==> src/rtl/uart_pkg.sv <==
// Shared definitions for the uart transmit path: byte width and the
// launch FSM state encoding.
package uart_pkg;

  localparam int BYTE_W = 8;

  typedef enum logic [1:0] {
    IDLE      = 2'd0,
    LAUNCH    = 2'd1,
    WAIT_BUSY = 2'd2,
    WAIT_DONE = 2'd3
  } tx_state_e;

endpackage

==> src/rtl/sync_fifo.sv <==
// Circular register-array FIFO with push/pop/flush and an explicit level
// counter; reusable on either side of the uart.
module sync_fifo #(
  parameter int DEPTH = 16,
  parameter int W     = 8,
  localparam int AW   = $clog2(DEPTH)
) (
  input  logic          clk,
  input  logic          rst_n,
  input  logic          push,
  input  logic [W-1:0]  push_data,
  input  logic          pop,
  output logic [W-1:0]  pop_data,
  input  logic          flush,
  output logic [AW:0]   level,
  output logic          full,
  output logic          empty
);

  logic [W-1:0]  mem_r [DEPTH];
  logic [AW-1:0] wr_ptr_r;
  logic [AW-1:0] rd_ptr_r;
  logic [AW:0]   level_r;
  logic          full_s;
  logic          empty_s;
  logic          push_ok_s;
  logic          pop_ok_s;

  assign empty_s   = (level_r == (AW+1)'(0));
  assign full_s    = (level_r == (AW+1)'(DEPTH));
  // Flush wins over both a same-cycle push and a same-cycle pop.
  assign push_ok_s = push && !full_s && !flush;
  assign pop_ok_s  = pop && !empty_s && !flush;

  // Storage write; contents are deliberately left unreset.
  always_ff @(posedge clk) begin
    if (push_ok_s) begin
      mem_r[wr_ptr_r] <= push_data;
    end
  end

  // Read/write pointers, wrapping modulo DEPTH.
  always_ff @(posedge clk or negedge rst_n) begin
    if (!rst_n) begin
      wr_ptr_r <= AW'(0);
      rd_ptr_r <= AW'(0);
    end else if (flush) begin
      rd_ptr_r <= wr_ptr_r;
    end else begin
      if (push_ok_s) begin
        wr_ptr_r <= wr_ptr_r + AW'(1);
      end
      if (pop_ok_s) begin
        rd_ptr_r <= rd_ptr_r + AW'(1);
      end
    end
  end

  // Occupancy counter; a simultaneous push and pop leaves it unchanged.
  always_ff @(posedge clk or negedge rst_n) begin
    if (!rst_n) begin
      level_r <= (AW+1)'(0);
    end else if (flush) begin
      level_r <= (AW+1)'(0);
    end else begin
      case ({push_ok_s, pop_ok_s})
        2'b10:   level_r <= level_r + (AW+1)'(1);
        2'b01:   level_r <= level_r - (AW+1)'(1);
        default: level_r <= level_r;
      endcase
    end
  end

  assign pop_data = mem_r[rd_ptr_r];
  assign level    = level_r;
  assign full     = full_s;
  assign empty    = empty_s;

endmodule

==> src/rtl/uart_tx_fifo_checker.sv <==
// Simulation-time invariants for the transmit buffer: no read from an
// empty FIFO, no growth past DEPTH, no write while full.
module uart_tx_fifo_checker #(
  parameter int DEPTH = 16,
  localparam int AW   = $clog2(DEPTH)
) (
  input logic        clk,
  input logic        rst_n,
  input logic        launch,
  input logic        flush,
  input logic        empty,
  input logic        full,
  input logic [AW:0] level
);

  a_no_read_empty: assert property (@(posedge clk) disable iff (!rst_n)
    launch |-> !empty);

  a_level_bound: assert property (@(posedge clk) disable iff (!rst_n)
    level <= (AW+1)'(DEPTH));

  a_no_write_full: assert property (@(posedge clk) disable iff (!rst_n)
    (full && !launch && !flush) |=> full);

endmodule

==> src/rtl/uart_tx_fifo.sv <==
// Transmit buffer in front of the uart: queues CPU bytes and launches them
// one at a time, waiting for tx_done to drop and recover between bytes.
module uart_tx_fifo
  import uart_pkg::*;
#(
  parameter int DEPTH = 16,
  localparam int AW   = $clog2(DEPTH)
) (
  input  logic              clk,
  input  logic              rst_n,
  input  logic              wr_valid,
  input  logic [BYTE_W-1:0] wr_data,
  output logic              wr_ready,
  input  logic              flush,
  output logic              uart_valid,
  output logic [BYTE_W-1:0] uart_data,
  input  logic              uart_done,
  output logic [AW:0]       level,
  output logic              empty,
  output logic              full,
  output logic              busy
);

  tx_state_e         state_r;
  tx_state_e         next_state_s;
  logic              launch_s;
  logic              uart_valid_r;
  logic [BYTE_W-1:0] uart_data_r;
  logic [BYTE_W-1:0] pop_data_s;
  logic [AW:0]       level_s;
  logic              empty_s;
  logic              full_s;

  sync_fifo #(
    .DEPTH (DEPTH),
    .W     (BYTE_W)
  ) u_fifo (
    .clk       (clk),
    .rst_n     (rst_n),
    .push      (wr_valid),
    .push_data (wr_data),
    .pop       (launch_s),
    .pop_data  (pop_data_s),
    .flush     (flush),
    .level     (level_s),
    .full      (full_s),
    .empty     (empty_s)
  );

  // Launch FSM next-state; WAIT_BUSY masks the stale tx_done right after launch.
  always_comb begin
    next_state_s = state_r;
    launch_s     = 1'b0;
    case (state_r)
      IDLE: begin
        if (!empty_s && uart_done && !flush) begin
          launch_s     = 1'b1;
          next_state_s = LAUNCH;
        end else begin
          next_state_s = IDLE;
        end
      end
      LAUNCH: begin
        next_state_s = WAIT_BUSY;
      end
      WAIT_BUSY: begin
        if (!uart_done) begin
          next_state_s = WAIT_DONE;
        end else begin
          next_state_s = WAIT_BUSY;
        end
      end
      WAIT_DONE: begin
        if (uart_done) begin
          next_state_s = IDLE;
        end else begin
          next_state_s = WAIT_DONE;
        end
      end
      default: begin
        next_state_s = IDLE;
      end
    endcase
  end

  // FSM state register; flush leaves it alone so an in-flight byte finishes.
  always_ff @(posedge clk or negedge rst_n) begin
    if (!rst_n) begin
      state_r <= IDLE;
    end else begin
      state_r <= next_state_s;
    end
  end

  // Registered uart launch pulse and held data byte.
  always_ff @(posedge clk or negedge rst_n) begin
    if (!rst_n) begin
      uart_valid_r <= 1'b0;
      uart_data_r  <= 8'h00;
    end else begin
      uart_valid_r <= launch_s;
      if (launch_s) begin
        uart_data_r <= pop_data_s;
      end else begin
        uart_data_r <= uart_data_r;
      end
    end
  end

  uart_tx_fifo_checker #(
    .DEPTH (DEPTH)
  ) u_checker (
    .clk    (clk),
    .rst_n  (rst_n),
    .launch (launch_s),
    .flush  (flush),
    .empty  (empty_s),
    .full   (full_s),
    .level  (level_s)
  );

  assign wr_ready   = !full_s;
  assign uart_valid = uart_valid_r;
  assign uart_data  = uart_data_r;
  assign level      = level_s;
  assign empty      = empty_s;
  assign full       = full_s;
  assign busy       = (state_r != IDLE) || !empty_s || !uart_done;

endmodule

==> config.mk <==
export PLATFORM = sky130hd
export DESIGN_NAME = uart_tx_fifo
export DESIGN_NICKNAME = d
export VERILOG_FILES = /design/src/rtl/uart_pkg.sv /design/src/rtl/sync_fifo.sv /design/src/rtl/uart_tx_fifo_checker.sv /design/src/rtl/uart_tx_fifo.sv
export SDC_FILE = /design/constraint.sdc
export NUM_CORES = 1
export LEC_CHECK = 0
export CAP_MARGIN = 25
export CORE_MARGIN = 10
export CORE_UTILIZATION = 50
export CTS_BUF_LIST = sky130_fd_sc_hd__clkbuf_16
export DETAILED_ROUTE_END_ITERATION = 8
export PLACE_DENSITY = 0.68
export SETUP_SLACK_MARGIN = 0.4
export SYNTH_ARGS = -nofsm -noshare
export SYNTH_HDL_FRONTEND = slang
export SYNTH_SLANG_ARGS = --single-unit
==> constraint.sdc <==
create_clock -name clk -period 3.5 [get_ports clk]
set_input_delay 0.525 -clock clk [delete_from_list [all_inputs] [get_ports clk]]
set_output_delay 0.525 -clock clk [all_outputs]
set_load 0.02 [all_outputs]
==> metrics.md, run 1 <==
| Metric | Value |
|---|---|
| Status | `completed` |
| Layout area overhead | `19.85%` |
| TNS Setup | `0 ns` |
| Power Density | `roughly 750 nW/um2` |
| Worst-Skew Late Latency | `between 0.4 and 0.5 ns` |
| Avg WL per Cell | `21.88 um` |
| Gr ovfl total | `0` |
| Fin util | `0.6168` |
| CTS H-Tree Depth | `4` |
| Die ar. | `between 15000 and 20000 um2` |
| Slew @ Worst Pin | `between 0.6 and 0.7 ns` |
| Post-synthesis sequential area ratio | `0.7160` |
| Clock Skew | `~0.018 ns` |
| Fmax | `about 340 MHz` |
| Total Nets Final | `413` |
| Met2 WL post-DR | `between 6 and 7 mm` |
| Root buffer cell | `clkbuf_16` |
| Post-CTS setup buffers | `0` |
| Tot GR Track Use | `0.1495` |
| Slowest-stage cell, CP | `or4_4` |
| Synthesized cell area | `6207 um2` |
| Avg Vias per Cell | `about 5.5` |
| Reg clk slew, reported paths | `roughly 0.060 ns` |
| TritonCTS clock tree | `yes` |
| I/O pin count | `31` |
| DRC | `0` |
| Synth area leaders | `edfxtp_1, mux4_2, dfrtp_1` |
| Slew margin rel. | `0.5916` |
| Netlist cell types | `between 40 and 50` |
| Clk sink count | `152` |
| Top cells by count, synth | `edfxtp_1, mux4_2, dfrtp_1` |
| Synthesized area per cell | `between 15 and 20 um2` |
| Floorplan die height | `~130 um` |
| FF+latch count, synth | `roughly 150` |
| Placement Setup Slack | `between 0.3 and 0.4 ns` |
| Core footprint | `about 12000 um2` |
| Horiz. Die Dim | `about 130 um` |
| Placed insts | `540` |
| WL final | `between 10 and 15 mm` |
| Area share of the largest cell type after synthesis | `0.6192` |
| Crit path capture type | `flop` |
| Vias in the first global route | `~3300` |
| Max cap viols | `0` |
| Initial core utilization | `0.5146` |
| Final Cycle Share | `0.8486` |
| Hold Fails Final Rpt | `0` |
| Synth area leader | `edfxtp_1` |
| Async set-reset flop share out of synthesis | `0.1579` |
| FF-to-FF setup slack | `0.53 ns` |
| Worst IR drop on VDD | `0.3497 mV` |
| Number of CTS-inserted buffers | `17` |
| Synth warnings | `0` |
| Count leader, synth | `edfxtp_1` |
| Post-route insts no fill | `~570` |
| # hold bufs at CTS | `0` |
| Arr. time, crit path | `3.33 ns` |
| Largest net degree at the start of global routing | `25` |
| PostCTS Resize Cnt | `0` |
| Critical path class | `reg -> reg` |
| Lkg Pwr | `about 2.6 nW` |
| Design area | `between 7000 and 8000 um2` |
| Layout cells sized above 1 | `0.2376` |
| Critical-path cell list | `or4_4, o21ai_2, inv_1, o21ai_0, inv_1, ha_1, nor2b_1, o21a_1, or4_1, a21o_1, nand3_2` |
| Max layer used | `met4` |
| R2R depth | `11` |
| Crit path max fanout | `7` |
| RSZ-0062 raised after global routing | `no` |
| Delay of the slowest cell on the worst path | `around 0.6 ns` |
| # rows | `40` |
| First-pass GRT wire length | `between 15 and 20 mm` |
| Post-route setup slack | `approximately 0.53 ns` |
| Placer Congestion | `a little under 0.8` |
| Initial DRC count | `approximately 310` |
| Count of port buffers added during placement | `30` |
| Predominant post-synthesis flop cell | `edfxtp_1` |
| Hold Path Class | `in -> async` |
| Post-DP HPWL | `approximately 8 mm` |
| Area after DPL | `6847 um2` |
| Routed length on met1 | `5.624 mm` |
| Synth Instances | `between 300 and 400` |
| Crit start category | `flop` |
| Final worst path period need | `2.970 ns` |
| Max-slew violations | `0` |
| Met3 WL | `approximately 640 um` |
| Hold WS | `roughly 0.46 ns` |
| Diode count | `0` |
| Initial antenna violation count | `0` |
| Syn nets | `between 300 and 400` |
| Setup violations, final | `0` |
| Via count | `~3100` |
| 1st-pass router iterations | `4` |
| Max Root-Sink Buffers | `2` |
| CP required | `just under 4 ns` |
| Post-synth EDFFs | `128` |
| Total power | `between 5 and 6 mW` |
| Post-route ant nets | `0` |
| Critical Path Most Common Cell | `inv_1` |
-- path summary, 6_finish.rpt --
kind                                      start         endpoint
worst min-delay path                      rst_n  u_fifo.level[4]
worst max-delay path            u_fifo.level[0]  u_fifo.level[4]
min in group clk                   uart_data[5]     uart_data[5]
worst min register to register     uart_data[5]     uart_data[5]
max in group asynchronous                 rst_n     uart_data[7]
worst max register to register  u_fifo.level[0]  u_fifo.level[4]
-- report_power, final --
part           leakage [nW]  switching, mW  total [mW]  internal [mW]
Sequential             1.46          0.163        2.31           2.15
Clock                 0.306          0.657        1.83           1.17
Combinational         0.876          0.727        1.41          0.686
-- registers in the layout, summed over array words and instances (netlist names) --
name,flops
uart_data,8
state_r,2
uart_valid,1
u_fifo.wr_ptr_r,4
u_fifo.mem_r,128
u_fifo.rd_ptr_r,4
u_fifo.level,5
-- cells by family (layout without fill, tap and decap cells) --
family                   after synthesis  count (layout)  synth area share
XOR/XNOR                               9               9           0.01391
multiplexers                          52              52            0.1486
adder cells (fa/ha/maj)                9               9           0.01935
AO/OA/AOI/OAI                         27              27           0.03346
flip-flops                           152             152            0.7160
buffers and inverters                 25              95           0.01774
AND/OR/NAND/NOR                       60              60           0.05100
-- cells in the final DEF, fill, tap and decap left out, types with 2 or more instances in the layout --
cell             synthesis  routed
a21o_1                   2       2
a21oi_1                  2       2
buf_4                    2      24
bufinv_16                0       4
clkbuf_16                0      17
clkdlybuf4s50_1          0      30
clkinv_1                 0       3
clkinv_2                 0       5
dfrtp_1                 24      23
edfxtp_1               128     128
ha_1                     8       8
inv_1                    8      11
mux2i_1                 19      19
mux4_2                  32      32
nand2_1                 21      21
nand2b_1                 3       3
nand3_1                  2       2
nor2_1                  17      17
nor3_1                   4       4
o21a_1                   2       2
o21ai_0                  6       6
o221ai_1                 8       8
xnor2_1                  7       7
-- critical path: cells and delay by family (launching register included) --
kind	cells	cell delay, ns
fa+ha+maj	1	0.33
flops	1	0.45
buf+inv	2	0.22
simple gates	4	1.22
compound gates	4	0.69
-- area by class of cell --
cell class / count / area, um2
multi-input combinational: 157 / 1653
inverter: 8 / 30.03
sequential: 152 / 4446
tap: 168 / 210.2
clock inverter: 15 / 167.7
timing repair buffer: 55 / 508.0
fill: 862 / 4622
clock buffer: 17 / 425.4
-- per-layer routing --
metal	vias to the layer above	GRT usage
met1	1618	0.2005
li1	1432	-
met5	-	0
met3	10	0.03887
met2	82	0.2285
met4	0	0.05871
Note: power is estimated with default switching activity, not from simulation.
==> inputs of run 2 (changes only) <==
clock period = 2.95 ns   (was 3.5 ns; I/O delays follow)
==> metrics.md, run 2 (synthesis results as in run 1) <==
| Metric | Value |
|---|---|
| Initial core utilization | `0.5146` |
| WL final | `12.45 mm` |
| Post-route setup slack | `about 0.29 ns` |
| Root buffer cell | `clkbuf_16` |
| Delay of the slowest cell on the worst path | `between 0.5 and 0.6 ns` |
| Clk sink count | `around 150` |
| Lkg Pwr | `roughly 2.6 nW` |
| Post-route ant nets | `0` |
| Initial antenna violation count | `0` |
| Max Root-Sink Buffers | `2` |
| Hold WS | `0.3961 ns` |
| Psw | `about 1.9 mW` |
| Sw Ratio | `0.2914` |
| Tot GR Track Use | `0.1495` |
| Total Nets Final | `420` |
| Seq pwr share | `0.441` |
| Largest Register | `u_fifo.mem_r` |
| Crit path capture type | `flop` |
| Largest net degree at the start of global routing | `36` |
| Arr. time, crit path | `around 3 ns` |
| # hold bufs at CTS | `0` |
| Setup violations, final | `0` |
| Worst-Skew Late Latency | `approximately 0.42 ns` |
| Slew margin rel. | `0.5199` |
| Cell-internal power | `around 4.5 mW` |
| Area after DPL | `approximately 6900 um2` |
| # rows | `40` |
| RSZ-0062 raised after global routing | `yes` |
| Horiz. Die Dim | `around 130 um` |
| Diode count | `0` |
| Filler cell count | `~850` |
| Hold Fails Final Rpt | `0` |
| CTS H-Tree Depth | `4` |
| Reg clk slew, reported paths | `about 0.06 ns` |
| Final worst path period need | `between 2 and 3 ns` |
| Layout cells sized above 1 | `0.2819` |
| Avg Vias per Cell | `roughly 5.6` |
| Fin util | `0.6194` |
| TritonCTS clock tree | `yes` |
| Hold Path Class | `in -> async` |
| Crit start category | `flop` |
| Total power | `6.360 mW` |
| TNS Setup | `0 ns` |
| Placed insts | `between 500 and 600` |
| Slew @ Worst Pin | `approximately 0.72 ns` |
| DRC | `0` |
| Worst IR drop on VDD | `0.4759 mV` |
| Layout area overhead | `20.36%` |
| I/O pin count | `31` |
| Slowest-stage cell, CP | `or4_4` |
| Max cap viols | `0` |
| Number of CTS-inserted buffers | `17` |
| Post-DP HPWL | `between 7 and 8 mm` |
| Max-slew violations | `0` |
| Floorplan die height | `131.4 um` |
| Placer Congestion | `0.7678` |
| Logic gate share of total power | `0.252` |
| Design area | `7471 um2` |
| Placement Setup Slack | `-0.04004 ns` |
| First-pass GRT wire length | `roughly 20 mm` |
| Count of port buffers added during placement | `30` |
| Initial DRC count | `approximately 280` |
| Commonest non-fill, non-tap cell in the layout | `edfxtp_1` |
| Clock Skew | `about 0.0067 ns` |
| Critical-path cell list | `or4_4, o21ai_4, inv_2, o21ai_4, inv_2, ha_4, nor2b_1, o21a_1, or4_4, nand4b_1, nand3_2` |
| Core footprint | `12060 um2` |
| Via count | `roughly 3200` |
| Most frequent cells in the layout | `edfxtp_1, mux4_2, buf_4` |
| Max reg flops | `around 130` |
| Gr ovfl total | `0` |
| Power Density | `~850 nW/um2` |
| Fmax | `approximately 380 MHz` |
| Crit path max fanout | `3` |
| Clk pwr share | `0.307` |
| 1st-pass router iterations | `4` |
| Final Cycle Share | `0.9028` |
| Critical path class | `reg -> reg` |
| Post-route insts no fill | `576` |
| Status | `completed` |
| CP required | `around 3.3 ns` |
| Avg WL per Cell | `21.61 um` |
| Vias in the first global route | `3408` |
| Die ar. | `17270 um2` |
-- run 2: area by class of cell --
type	instances	area, um2	share of cell area
Clock buffer	17	425.4	0.05694
Clock inverter	12	103.9	0.01390
Inverter	8	30.03	0.004019
Multi-Input combinational cell	157	1700	0.2276
Sequential cell	152	4449	0.5955
Tap cell	168	210.2	0.02814
Timing Repair Buffer	62	551.8	0.07386
-- run 2: path summary, 6_finish.rpt --
kind | from | to | slack, ns | cells after the start
max | u_fifo.level[0] | u_fifo.level[4] | 0.29 | 11
min in group clk | uart_data[3] | uart_data[3] | 0.49 | 2
max reg2reg | u_fifo.level[0] | u_fifo.level[4] | 0.29 | 11
max in group asynchronous | rst_n | u_fifo.level[0] | 2.29 | 2
min | rst_n | u_fifo.level[3] | 0.40 | 2
min reg2reg | uart_data[3] | uart_data[3] | 0.49 | 2
-- run 2: timing repair --
action / CTS / global route
buffers inserted: 3 / 4
endpoints found under the setup margin: 4 / 4
endpoints found under the hold margin: 0 / 0
pin swaps: 3 / 4
gates resized for setup: 5 / 5
-- run 2: worst max-delay path, delay by kind of cell (launching register included) --
| kind | cells | cell delay, ns |
|---|---|---|
| AO/OA/AOI/OAI | 3 | 0.41 |
| adder cells (fa/ha/maj) | 1 | 0.23 |
| buffers and inverters | 2 | 0.16 |
| flip-flops | 1 | 0.40 |
| AND/OR/NAND/NOR | 5 | 1.33 |
-- run 2: power groups by stage --
stage	Sequential, mW	Combinational, mW	Clock (mW)
final	2.80	1.60	1.95
after global routing	2.84	1.74	2.08
after CTS	2.81	1.62	1.99
after detailed placement	2.86	1.58	0
after global placement	2.85	1.57	0
after floorplan	2.76	1.11	0
-- run 2: routing by layer --
layer | share of wire | vias to the layer above | track usage
met5 | 0 | - | 0
met3 | 0.068 | 18 | 0.03887
met2 | 0.49 | 99 | 0.2332
li1 | - | 1448 | -
met1 | 0.42 | 1659 | 0.1948
met4 | 0.020 | 0 | 0.06304
==> inputs of run 3 (changes only) <==
CORE_MARGIN = 2   (was 10)
==> metrics.md, run 3 (synthesis results as in run 1) <==
| Metric | Value |
|---|---|
| Worst-Skew Late Latency | `~0.42 ns` |
| RSZ-0062 raised after global routing | `yes` |
| Root buffer cell | `clkbuf_16` |
| CTS H-Tree Depth | `4` |
| Vias in the first global route | `about 3200` |
| Floorplan die height | `about 120 um` |
| RR Endpoint | `u_fifo.level[4]` |
| Post-route ant nets | `0` |
| Max-slew violations | `0` |
| Design area | `between 7000 and 8000 um2` |
| I/O pin count | `31` |
| Status | `completed` |
| Layout cells sized above 1 | `0.2654` |
| Crit path capture type | `flop` |
| Critical Path End | `u_fifo.level[4]` |
| Final worst path period need | `around 2.6 ns` |
| Number of CTS-inserted buffers | `17` |
| Fin util | `0.6169` |
| TritonCTS clock tree | `yes` |
| Fmax | `377.4 MHz` |
| Slew @ Worst Pin | `just over 0.8 ns` |
| DRC | `0` |
| CP required | `~3.3 ns` |
| Gr ovfl total | `0` |
| Total Nets Final | `about 420` |
| Max reg flops | `128` |
| TNS Setup | `0 ns` |
| Worst IR drop on VDD | `between 0.4 and 0.5 mV` |
| Die ar. | `around 13000 um2` |
| Horiz. Die Dim | `115.4 um` |
| Crit start category | `flop` |
| Most frequent cells in the layout | `edfxtp_1, mux4_2, buf_4` |
| Lkg Pwr | `about 2.6 nW` |
| Critical path class | `reg -> reg` |
| Count of port buffers added during placement | `30` |
| Post-DP HPWL | `7.283 mm` |
| Initial core utilization | `0.5146` |
| Max cap viols | `0` |
| Setup violations, final | `0` |
| Final Cycle Share | `0.8981` |
| Initial antenna violation count | `0` |
| First-pass GRT wire length | `between 15 and 20 mm` |
| Area after DPL | `roughly 6900 um2` |
| 1st-pass router iterations | `4` |
| Largest Register | `u_fifo.mem_r` |
| Crit path max fanout | `3` |
| Post-route insts no fill | `~580` |
| FF-to-FF setup slack | `0.30 ns` |
| Post-route setup slack | `around 0.30 ns` |
| Hold WS | `between 0.3 and 0.4 ns` |
| Clock Skew | `0.007784 ns` |
| Reg clk slew, reported paths | `0.06 ns` |
| Via count | `about 3200` |
| Commonest non-fill, non-tap cell in the layout | `edfxtp_1` |
| Tot GR Track Use | `0.1944` |
| Core footprint | `about 12000 um2` |
| R2R depth | `11` |
| Clk sink count | `~150` |
| Initial DRC count | `280` |
| Power Density | `between 800 and 900 nW/um2` |
| WL final | `between 10 and 15 mm` |
| Total power | `6.346 mW` |
| Arr. time, crit path | `between 2 and 3 ns` |
| Largest net degree at the start of global routing | `36` |
| Hold Path Class | `in -> async` |
| Max Root-Sink Buffers | `2` |
| Avg Vias per Cell | `about 5.6` |
| Hold Fails Final Rpt | `0` |
| Layout area overhead | `19.88%` |
| # rows | `40` |
| Diode count | `0` |
| Slew margin rel. | `0.4637` |
| Placer Congestion | `between 0.7 and 0.8` |
| R2R Path Start | `u_fifo.level[0]` |
| Placed insts | `between 500 and 600` |
| Avg WL per Cell | `about 20 um` |
| Worst Setup SP | `u_fifo.level[0]` |
| Placement Setup Slack | `-0.03012 ns` |
## run 3: cell types whose count changed in the layout (fill, tap and decap cells not counted), sizes merged
cell           delta
buf               -3
clkinv            +2
clkdlybuf4s50     +1
clkinvlp          -1
dlymetal6s2s      -1
inv               +1
## run 3: area by class of cell
cell class | count | area [um2]
fill | 872 | 4621
sequential | 152 | 4449
multi-input combinational | 157 | 1689
timing repair buffer | 59 | 526.8
clock buffer | 17 | 425.4
tap | 168 | 210.2
clock inverter | 14 | 110.1
inverter | 8 | 30.03
## run 3: worst max-delay path, stage by stage, from the launching register on
cell and delay, ns:
dfrtp_2 0.42, or4_4 0.57, o21ai_4 0.15, inv_2 0.06, o21ai_2 0.08, inv_2 0.08, ha_4 0.22, nor2b_1 0.12
o21a_1 0.19, or4_4 0.42, nand4b_1 0.13, nand3_2 0.08
## run 3: per-layer routing
metal | wire (um) | global-route usage | part of all wire | vias to the layer above
met1 | 5254 | 0.2604 | 0.45 | 1672
met5 | 0 | 0 | 0 | -
met3 | 649 | 0.05335 | 0.055 | 10
met4 | 116 | 0.06988 | 0.0099 | 0
met2 | 5754 | 0.3099 | 0.49 | 84
li1 | - | - | - | 1439
## run 3: what timing repair did
action	4_1_cts	5_1_grt
buffers inserted	2	4
hold endpoints to repair	0	0
pin swaps	2	1
gates resized for setup	3	3
hold buffers	0	0
setup endpoints to repair	4	3
## run 3: worst min path at each step
stage            startpoint              end  depth (start not counted)
2_1_floorplan         rst_n       state_r[0]                          0
3_3_place_gp   uart_data[3]     uart_data[3]                          2
3_5_place_dp   uart_data[3]     uart_data[3]                          2
4_1_cts               rst_n  u_fifo.level[3]                          2
5_1_grt               rst_n       uart_valid                          2
6_report              rst_n  u_fifo.level[1]                          2
## run 3: power breakdown
part           switching, mW  internal (mW)  leakage, nW
combinational          0.823          0.816        0.896
sequential             0.196           2.55         1.45
clock                  0.822           1.14        0.268
total                   1.84           4.50         2.62
